File: src/rtl/chunk_adder_pkg.sv
// Shared types and helpers for the chunked sequential adder.
package chunk_adder_pkg;

  typedef enum logic [1:0] {
    IDLE = 2'd0,
    RUN  = 2'd1,
    DONE = 2'd2
  } state_t;

  // Width of the chunk index register; never narrower than one bit.
  function automatic int idx_width(input int nchunk);
    return (nchunk > 1) ? $clog2(nchunk) : 1;
  endfunction

endpackage

File: src/rtl/chunk_add.sv
// Combinational CHUNK-bit adder slice with carry in/out.
module chunk_add #(
  parameter int CHUNK = 4
) (
  input  logic [CHUNK-1:0] x,
  input  logic [CHUNK-1:0] y,
  input  logic             cin,
  output logic [CHUNK-1:0] sum,
  output logic             cout
);

  logic [CHUNK:0] total;

  assign total = {1'b0, x} + {1'b0, y} + {{CHUNK{1'b0}}, cin};
  assign sum   = total[CHUNK-1:0];
  assign cout  = total[CHUNK];

endmodule

File: src/rtl/chunk_adder_seq.sv
// Multi-cycle adder/subtractor: one CHUNK-bit slice per clock, LSB slice first.
// Optional signed-overflow output enabled by defining CHUNK_ADDER_OVF_EN.
module chunk_adder_seq
  import chunk_adder_pkg::*;
#(
  parameter int WIDTH = 16,
  parameter int CHUNK = 4
) (
  input  logic             clk,
  input  logic             rst,
  input  logic             in_valid,
  output logic             in_ready,
  input  logic [WIDTH-1:0] a,
  input  logic [WIDTH-1:0] b,
  input  logic             c_in,
  input  logic             sub,
  output logic             out_valid,
  input  logic             out_ready,
  output logic [WIDTH-1:0] s,
  output logic             c_out
`ifdef CHUNK_ADDER_OVF_EN
  ,
  output logic             ovf
`endif
);

  localparam int            NCHUNK = WIDTH / CHUNK;
  localparam int            KW     = idx_width(NCHUNK);
  localparam logic [KW-1:0] LAST_K = KW'(NCHUNK - 1);

  generate
    if (CHUNK < 1 || CHUNK > WIDTH || (WIDTH % CHUNK) != 0) begin : g_bad_param
      $error("chunk_adder_seq: WIDTH must be a positive multiple of CHUNK");
    end
  endgenerate

  state_t           state_reg;
  logic [WIDTH-1:0] a_reg;
  logic [WIDTH-1:0] b_reg;      // already inverted for subtraction
  logic [WIDTH-1:0] s_reg;
  logic             carry_reg;
  logic [KW-1:0]    k_reg;
  logic             in_ready_reg;
  logic             out_valid_reg;
  logic             c_out_reg;

  logic [CHUNK-1:0] a_chunks [NCHUNK];
  logic [CHUNK-1:0] b_chunks [NCHUNK];
  logic [CHUNK-1:0] slice_a;
  logic [CHUNK-1:0] slice_b;
  logic [CHUNK-1:0] sum_chunk;
  logic             carry_next;

  generate
    for (genvar gi = 0; gi < NCHUNK; gi++) begin : g_slice
      assign a_chunks[gi] = a_reg[gi*CHUNK +: CHUNK];
      assign b_chunks[gi] = b_reg[gi*CHUNK +: CHUNK];
    end
  endgenerate

  assign slice_a = a_chunks[k_reg];
  assign slice_b = b_chunks[k_reg];

  chunk_add #(
    .CHUNK(CHUNK)
  ) u_add (
    .x   (slice_a),
    .y   (slice_b),
    .cin (carry_reg),
    .sum (sum_chunk),
    .cout(carry_next)
  );

`ifdef CHUNK_ADDER_OVF_EN
  logic ovf_reg;

  // On the last slice sum_chunk holds the result MSB.
  always_ff @(posedge clk) begin
    if (rst) begin
      ovf_reg <= 1'b0;
    end else if (state_reg == RUN && k_reg == LAST_K) begin
      ovf_reg <= (a_reg[WIDTH-1] == b_reg[WIDTH-1]) &&
                 (sum_chunk[CHUNK-1] != a_reg[WIDTH-1]);
    end
  end

  assign ovf = ovf_reg;
`endif

  always_ff @(posedge clk) begin
    if (rst) begin
      state_reg     <= IDLE;
      in_ready_reg  <= 1'b1;
      out_valid_reg <= 1'b0;
      a_reg         <= '0;
      b_reg         <= '0;
      s_reg         <= '0;
      carry_reg     <= 1'b0;
      k_reg         <= '0;
      c_out_reg     <= 1'b0;
    end else begin
      case (state_reg)
        IDLE: begin
          if (in_valid) begin
            a_reg        <= a;
            b_reg        <= sub ? ~b : b;
            carry_reg    <= sub ? 1'b1 : c_in;
            k_reg        <= '0;
            in_ready_reg <= 1'b0;
            state_reg    <= RUN;
          end
        end
        RUN: begin
          for (int i = 0; i < NCHUNK; i++) begin
            if (k_reg == KW'(i)) begin
              s_reg[i*CHUNK +: CHUNK] <= sum_chunk;
            end
          end
          carry_reg <= carry_next;
          k_reg     <= k_reg + KW'(1);
          if (k_reg == LAST_K) begin
            c_out_reg     <= carry_next;
            out_valid_reg <= 1'b1;
            state_reg     <= DONE;
          end
        end
        DONE: begin
          if (out_ready) begin
            out_valid_reg <= 1'b0;
            in_ready_reg  <= 1'b1;
            state_reg     <= IDLE;
          end
        end
        default: begin
          out_valid_reg <= 1'b0;
          in_ready_reg  <= 1'b1;
          state_reg     <= IDLE;
        end
      endcase
    end
  end

  assign in_ready  = in_ready_reg;
  assign out_valid = out_valid_reg;
  assign s         = s_reg;
  assign c_out     = c_out_reg;

endmodule

File: config.mk
export PLATFORM = sky130hd
export DESIGN_NAME = chunk_adder_seq
export DESIGN_NICKNAME = d
export VERILOG_FILES = /design/src/rtl/chunk_adder_pkg.sv /design/src/rtl/chunk_add.sv /design/src/rtl/chunk_adder_seq.sv
export SDC_FILE = /design/constraint.sdc
export NUM_CORES = 1
export LEC_CHECK = 0
export ABC_AREA = 1
export BUFFER_PORTS_ARGS = -buffer_cell sky130_fd_sc_hd__buf_4
export CAP_MARGIN = 40
export CORE_MARGIN = 4
export CORE_UTILIZATION = 30
export CTS_CLUSTER_SIZE = 28
export DETAILED_ROUTE_END_ITERATION = 16
export PLACE_DENSITY = 0.52
export SYNTH_ARGS = -nofsm -noshare
export SYNTH_HDL_FRONTEND = slang
export SYNTH_SLANG_ARGS = --single-unit
File: constraint.sdc
create_clock -name clk -period 2.7 [get_ports clk]
set_clock_uncertainty 0.1 [all_clocks]
set_input_delay 0.405 -clock clk [delete_from_list [all_inputs] [get_ports clk]]
set_output_delay 0.405 -clock clk [all_outputs]
set_load 0.02 [all_outputs]
Yosys cells after proc, flatten, opt, wreduce, memory -nomap -nowiden
Cells that the tools add are included.

Order comparisons: 1. Equal/unequal tests: 8. Mux-type cells: 22. Add/subtract/negate cells: 3. Reduce and logical (&&, ||, !) cells: 12. Bitwise logic cells: 4.

Operators with widths (count): $bmux 4 s2 (2); $mux 16 (1); $mux 4 (4); $not 16->16 (1); $reduce_and 2->1 (6); $reduce_and 3->1 (3); $mux 2 (4); $eq 2x2->1 const B (3); $mux 1 (6); $ne 2x2->1 const B (3); $pmux 1 s3 (2); $pmux 2 s3 (1); $add 4x4->5 (1); $add 5x1->5 (1); $eq 2x1->1 const B (2); $logic_not 2->1 (2); $pmux 2 s2 (1); $ge 3x3->1 const B (1); $not 2->3 (1); $add 2x1->2 const B (1); $not 1->1 (2); $pmux 1 s2 (1); $reduce_bool 2->1 (1).

Register bits after elaboration: 56. Input port bits: 38. Output and inout bits: 19.

Depth between registers and ports, before layout
Depth after elaboration: 7. Mapped depth: 13. Gate-level depth less buffers: 12.

Modules after synthesis
A second synthesis with hierarchy kept.

Cells, all modules: 368. Area, all modules: 2621.3 um^2.

By module, submodules not included: chunk_adder_seq (area each 2456.1 um^2, cells an instance 343, times used 1, seq. area each 1121.1 um^2); chunk_add (area each 165.2 um^2, cells an instance 25, times used 1, seq. area each 0.0 um^2).

Least setup slack after synthesis
Ideal clock, no wire load.

Kind: register -> register. Start: reg k_reg[0]. End: reg s_reg[10], in the netlist s[10]. Data arrival time: 2.107 ns. Cell stages (with the launch flop): 12. Required time: 2.536 ns. Clock period less this slack: 2.271 ns. Path slack: 0.429 ns. Cell sequence: dfxtp_1 -> buf_4 -> clkinv_1 -> buf_2 -> nor2_1 -> o22ai_1 -> fa_1 -> inv_1 -> fa_1 -> xnor2_1 -> nor2_1 -> nor2_1.

Cells in the longest elaborated chain, start to end: 6. Elaborated cells on any way between the ends: 11.

Ends and longest elaborated chain: from (decl) (RTL line chunk_adder_seq.sv:42) `logic [KW-1:0] k_reg;`; from (signal assigned) (RTL line chunk_adder_seq.sv:120) `k_reg <= k_reg + KW'(1);`; $not 2->3 (not written as such) (RTL line chunk_adder_seq.sv:61, chunk_adder_seq.sv:62); $bmux 4 s2 (on tied branches) (RTL line chunk_adder_seq.sv:61, chunk_adder_seq.sv:62); $mux 4 (on tied branches) (2 in series) (RTL line chunk_adder_seq.sv:61, chunk_adder_seq.sv:62); $add 4x4->5 (RTL line chunk_add.sv:14) `assign total = {1'b0, x} + {1'b0, y} + {{CHUNK{1'b0}}, cin};`; $add 5x1->5 (RTL line chunk_add.sv:14); to (signal, indexed assignment) (RTL line chunk_adder_seq.sv:116) `s_reg[i*CHUNK +: CHUNK] <= sum_chunk;`; to (decl) (RTL line chunk_adder_seq.sv:40) `logic [WIDTH-1:0] s_reg;`.

Parallel ways exist; a longest one is shown, timed or not. The select of a mux whose other input is x is not followed. A chain may end at the register's enable or synchronous reset.

Worst setup path in the final report
Start: reg k_reg[0]. End: reg carry_reg.

Cells in the longest elaborated chain, start to end: 7. Elaborated cells on any way between the ends: 10.

Ends and longest elaborated chain: $not 2->3 (not written as such) (*) (RTL line chunk_adder_seq.sv:61, chunk_adder_seq.sv:62); $bmux 4 s2 (on tied branches) (RTL line chunk_adder_seq.sv:61, chunk_adder_seq.sv:62); $mux 4 (on tied branches) (2 in series) (RTL line chunk_adder_seq.sv:61, chunk_adder_seq.sv:62); $add 4x4->5 (*) (RTL line chunk_add.sv:14); $add 5x1->5 (*) (RTL line chunk_add.sv:14); $pmux 1 s2 (*) (RTL line chunk_adder_seq.sv:102) `case (state_reg)`; to (signal assigned) (RTL line chunk_adder_seq.sv:107) `carry_reg <= sub ? 1'b1 : c_in;`; to (signal assigned) (RTL line chunk_adder_seq.sv:119) `carry_reg <= carry_next;`; to (decl) (RTL line chunk_adder_seq.sv:41) `logic carry_reg;`.

Mark *: on every way between the ends. The rest lies on a longest branch, timed or not. The select of a mux whose other input is x is not followed.

==> results.md <==
Route:
- The routed layout has 2,286 vias.
- For this run, design rule violations remaining after detail routing come to 0.
- The detailed router finished its first iteration with 70 violations.
- Dividing the detail-routed wire length by the instance count gives 11.80 µm.
- The number of nets with antenna violations after detailed routing is 0.
- The number of optimization iterations in the first detailed-route pass is 4.
- Dividing the detail-routed via count by the number of cells gives 4.439.
- For this block, the routed nets add up to 6.076 mm of wire.

Yosys:
- The fraction of synthesis flops using an asynchronous set or reset pin is 0%.
- The total standard cell area after synthesis is 2630 µm².
- Ranked by instance count, the synthesized netlist is headed by sky130_fd_sc_hd__nor2_1 (69), sky130_fd_sc_hd__nand2_1 (63), sky130_fd_sc_hd__dfxtp_1 (56), sky130_fd_sc_hd__o21ai_0 (42), sky130_fd_sc_hd__a21oi_1 (26).
- The dominant cell type by area after synthesis is sky130_fd_sc_hd__dfxtp_1.
- The Yosys step of the flow raised 0 warnings.
- By area the synthesized netlist is led by sky130_fd_sc_hd__dfxtp_1 (43%), sky130_fd_sc_hd__nor2_1 (9.8%), sky130_fd_sc_hd__nand2_1 (9.0%), sky130_fd_sc_hd__o21ai_0 (8.0%), sky130_fd_sc_hd__xor2_1 (5.3%).
- The synthesized netlist net count is 407.
- The number of synthesized register bits is 56.
- After synthesis, the mean cell area works out to 7.306 µm².
- The cell count after synthesis is 360.
- The netlist uses 24 different library cells.
- In the post-synthesis netlist, the cell with the most instances is sky130_fd_sc_hd__nor2_1.
- The main flop type after synthesis is sky130_fd_sc_hd__dfxtp_1.
- The number of synthesized flops with an enable pin is 0.
- The synthesized design devotes to its leading area cell type 42.63% of total area.
- The fraction of the yosys area taken by sequential cells is 42.63%.

Clock network:
- The H-tree was split into 2 levels.
- After clock tree synthesis, the flow added hold-fix buffers numbering 0.
- The number of gates resized after cts is 0.
- No sink is reached through more buffers than the 2 on the longest clock path.
- The master cell of the clock root buffer is sky130_fd_sc_hd__clkbuf_8.
- TritonCTS built the clock tree.
- The clock latency of the later-clocked register in the worst-skew pair is 0.30 ns.
- Counting every sink on the clock net gives 56.
- The clock slew at the register clock pins of the worst setup and hold paths is 0.09 ns.
- Once the clock tree was built, the setup fixing pass inserted 0 buffers.
- The number of clock buffers added by TritonCTS is 5.

Worst setup path:
- The endpoint of the lowest-slack register-to-register path is carry_reg.
- In this run the worst path has a maximum fanout of 13.
- For the worst setup path, the data arrival time is 2.44 ns.
- At the worst endpoint, the required time is 2.79 ns.
- The critical path is of the reg -> reg type.
- The nature of the critical path startpoint is a flip-flop.
- The endpoint type of the worst setup path is a flip-flop.
- In this run the critical register-to-register path is launched from k_reg[0].
- Across all register-to-register paths, the minimum setup slack is 0.35 ns.
- The worst reg2reg path depth is 11.

STA:
- After layout, the worst setup slack is 0.3514 ns.
- For the final routed database, the setup TNS stands at 0 ns.
- The max-slew violation count is 0.
- The actual slew at the worst max-slew pin is 0.4761 ns.
- The minimum clock period after layout is 2.349 ns.
- The worst slew slack as a fraction of its limit is 68.21%.
- Setup violations remaining at the end of the flow were counted as 0.
- The part of the cycle the worst path needs is 86.99%.
- The count of final hold-check violations is 0.
- Setup repair after global routing left no endpoint under its margin.
- Timing would allow up to 0.4258 GHz.

Pwr:
- The maximum ir drop on the vdd rail is 225.0 µV.
- The design draws 1.819 mW.
- Dividing total power by cell area gives a power density of 563.9 nW/µm².
- In this run the static leakage power is 1.471 nW.

Die:
- The total I/O pin count is 57.
- The number of placement rows is 33.
- The initial utilization of the core area, before any placement, comes to 31.38%.
- In this run the horizontal extent of the chip is 101.6 µm.
- The floorplan step defined a die boundary enclosing 10,330 µm².
- The height of the chip is 101.6 µm.
- The placeable core region is 8382 µm².

Worst hold path:
- The worst min-delay path category is in -> reg.
- The worst hold path terminates at a_reg[7].
- The cell depth of the worst min-delay path is 3.
- The startpoint identified for the worst hold timing path is a[7].

GRT:
- The via count of the first global-routing pass came to 2,174.
- The overflow left after global routing is 0.
- The number of antenna violations at the first check in global routing is 0.
- Entering global routing, the biggest net connects 33 pins.
- The global-route wire length before repair is 9.970 mm.
- For this run, the total global-route usage over all layers was measured as 12.09%.

Status:
- The flow ran to the end, and the final reports show no timing, DRC or antenna violations.

Placed design:
- The HPWL after detailed placement is 4.632 mm.
- The congestion estimate from routability-driven global placement came to 0.8266.
- The post-place setup slack is 0.3538 ns.
- The placed instances occupy a cell area of 3127 µm².
- After detailed placement, the design holds a cell count of 509.
- The number of input and output port buffers inserted is 56.

Job:
- The tool flagged a number of max-cap violations equal to 0.

Cells and area:
- The share of cells above drive strength 1 is 18.29%.
- The repair_antennas step left the layout with diodes totalling 0.
- Relative to the synthesized area, the layout overhead comes to 22.64%.
- The number of nets in the finished design is 458.
- With fillers left out, the area of the finished cells amounts to 3226 µm².
- The final cell count without fillers is 515.
[per-layer routing]
layer	GRT usage, %	up-vias	share of wire [%]
met4	3.476	0	1.3
li1	-	1246	-
met5	0	-	0
met1	16.78	984	50
met3	2.617	10	5.0
met2	18.91	46	43
[cell usage in the layout (no fill, tap or decap)]
master / instances
sky130_fd_sc_hd__nor2_1: 69
sky130_fd_sc_hd__nand2_1: 63
sky130_fd_sc_hd__buf_4: 61
sky130_fd_sc_hd__dfxtp_1: 56
sky130_fd_sc_hd__o21ai_0: 42
sky130_fd_sc_hd__a21oi_1: 26
sky130_fd_sc_hd__inv_1: 25
sky130_fd_sc_hd__xor2_1: 16
sky130_fd_sc_hd__nand3_1: 14
sky130_fd_sc_hd__ha_1: 7
sky130_fd_sc_hd__o22ai_1: 6
sky130_fd_sc_hd__clkbuf_8: 5
sky130_fd_sc_hd__nor2_2: 4
sky130_fd_sc_hd__o21a_1: 4
sky130_fd_sc_hd__clkinv_1: 2
sky130_fd_sc_hd__nand2_2: 2
sky130_fd_sc_hd__fa_1: 2
sky130_fd_sc_hd__inv_2: 1
sky130_fd_sc_hd__o21ai_1: 1
sky130_fd_sc_hd__nor2_4: 1
sky130_fd_sc_hd__a21o_1: 1
sky130_fd_sc_hd__xnor2_1: 1
sky130_fd_sc_hd__bufinv_16: 1
[metrics by stage]
| step | hold slack (ns) | util [%] |
|---|---|---|
| 6_report | 0.2425 | 38.48 |
| 3_3_place_gp | 0.3481 | 37.30 |
| 4_1_cts | 0.2344 | 38.48 |
| 3_5_place_dp | 0.3523 | 37.30 |
| 2_1_floorplan | 0.3409 | - |
| 5_1_grt | 0.2526 | 38.48 |
[critical path, cell delays in order (launching register included)]
cell and delay, ns:
sky130_fd_sc_hd__dfxtp_1 0.35, sky130_fd_sc_hd__clkinv_1 0.27, sky130_fd_sc_hd__o21ai_0 0.29, sky130_fd_sc_hd__o22ai_1 0.13
sky130_fd_sc_hd__fa_1 0.45, sky130_fd_sc_hd__inv_1 0.09, sky130_fd_sc_hd__fa_1 0.20, sky130_fd_sc_hd__nor2_1 0.06
sky130_fd_sc_hd__nor2_1 0.13, sky130_fd_sc_hd__nor2_1 0.06, sky130_fd_sc_hd__nor2_1 0.08, sky130_fd_sc_hd__nor2_1 0.04
[final cells by class]
type	count	area [µm²]
multi-input cells	259	1311
repair buffers	61	457.9
clock buffers	5	68.82
flip-flops and latches	56	1121
clock inverters	1	30.03
inverters	28	105.1
well taps	105	131.4
fillers	909	5156
[how the worst max path moves through the flow]
stage          startpoint   endpoint  cells past startpoint
2_1_floorplan    k_reg[0]      s[10]                     11
3_3_place_gp     k_reg[0]       s[2]                      9
3_5_place_dp     k_reg[0]      s[10]                      9
4_1_cts          k_reg[0]      s[10]                      9
5_1_grt          k_reg[0]      s[10]                      9
6_report         k_reg[0]  carry_reg                     11
[power by group]
group	total [mW]	switching (mW)	internal, mW
clock network	0.517	0.250	0.267
logic	0.388	0.228	0.160
registers	0.914	0.0331	0.881
total	1.82	0.512	1.31
[logic make-up after synthesis]
kind of cell    after synthesis  share of synthesized area [%]
fa+ha+maj                     9                          4.852
xor+xnor                     17                          5.661
buf+inv                      45                          7.516
compound gates               80                          15.98
simple gates                153                          23.36
flops                        56                          42.63
Power figures use the tool's default switching activity.
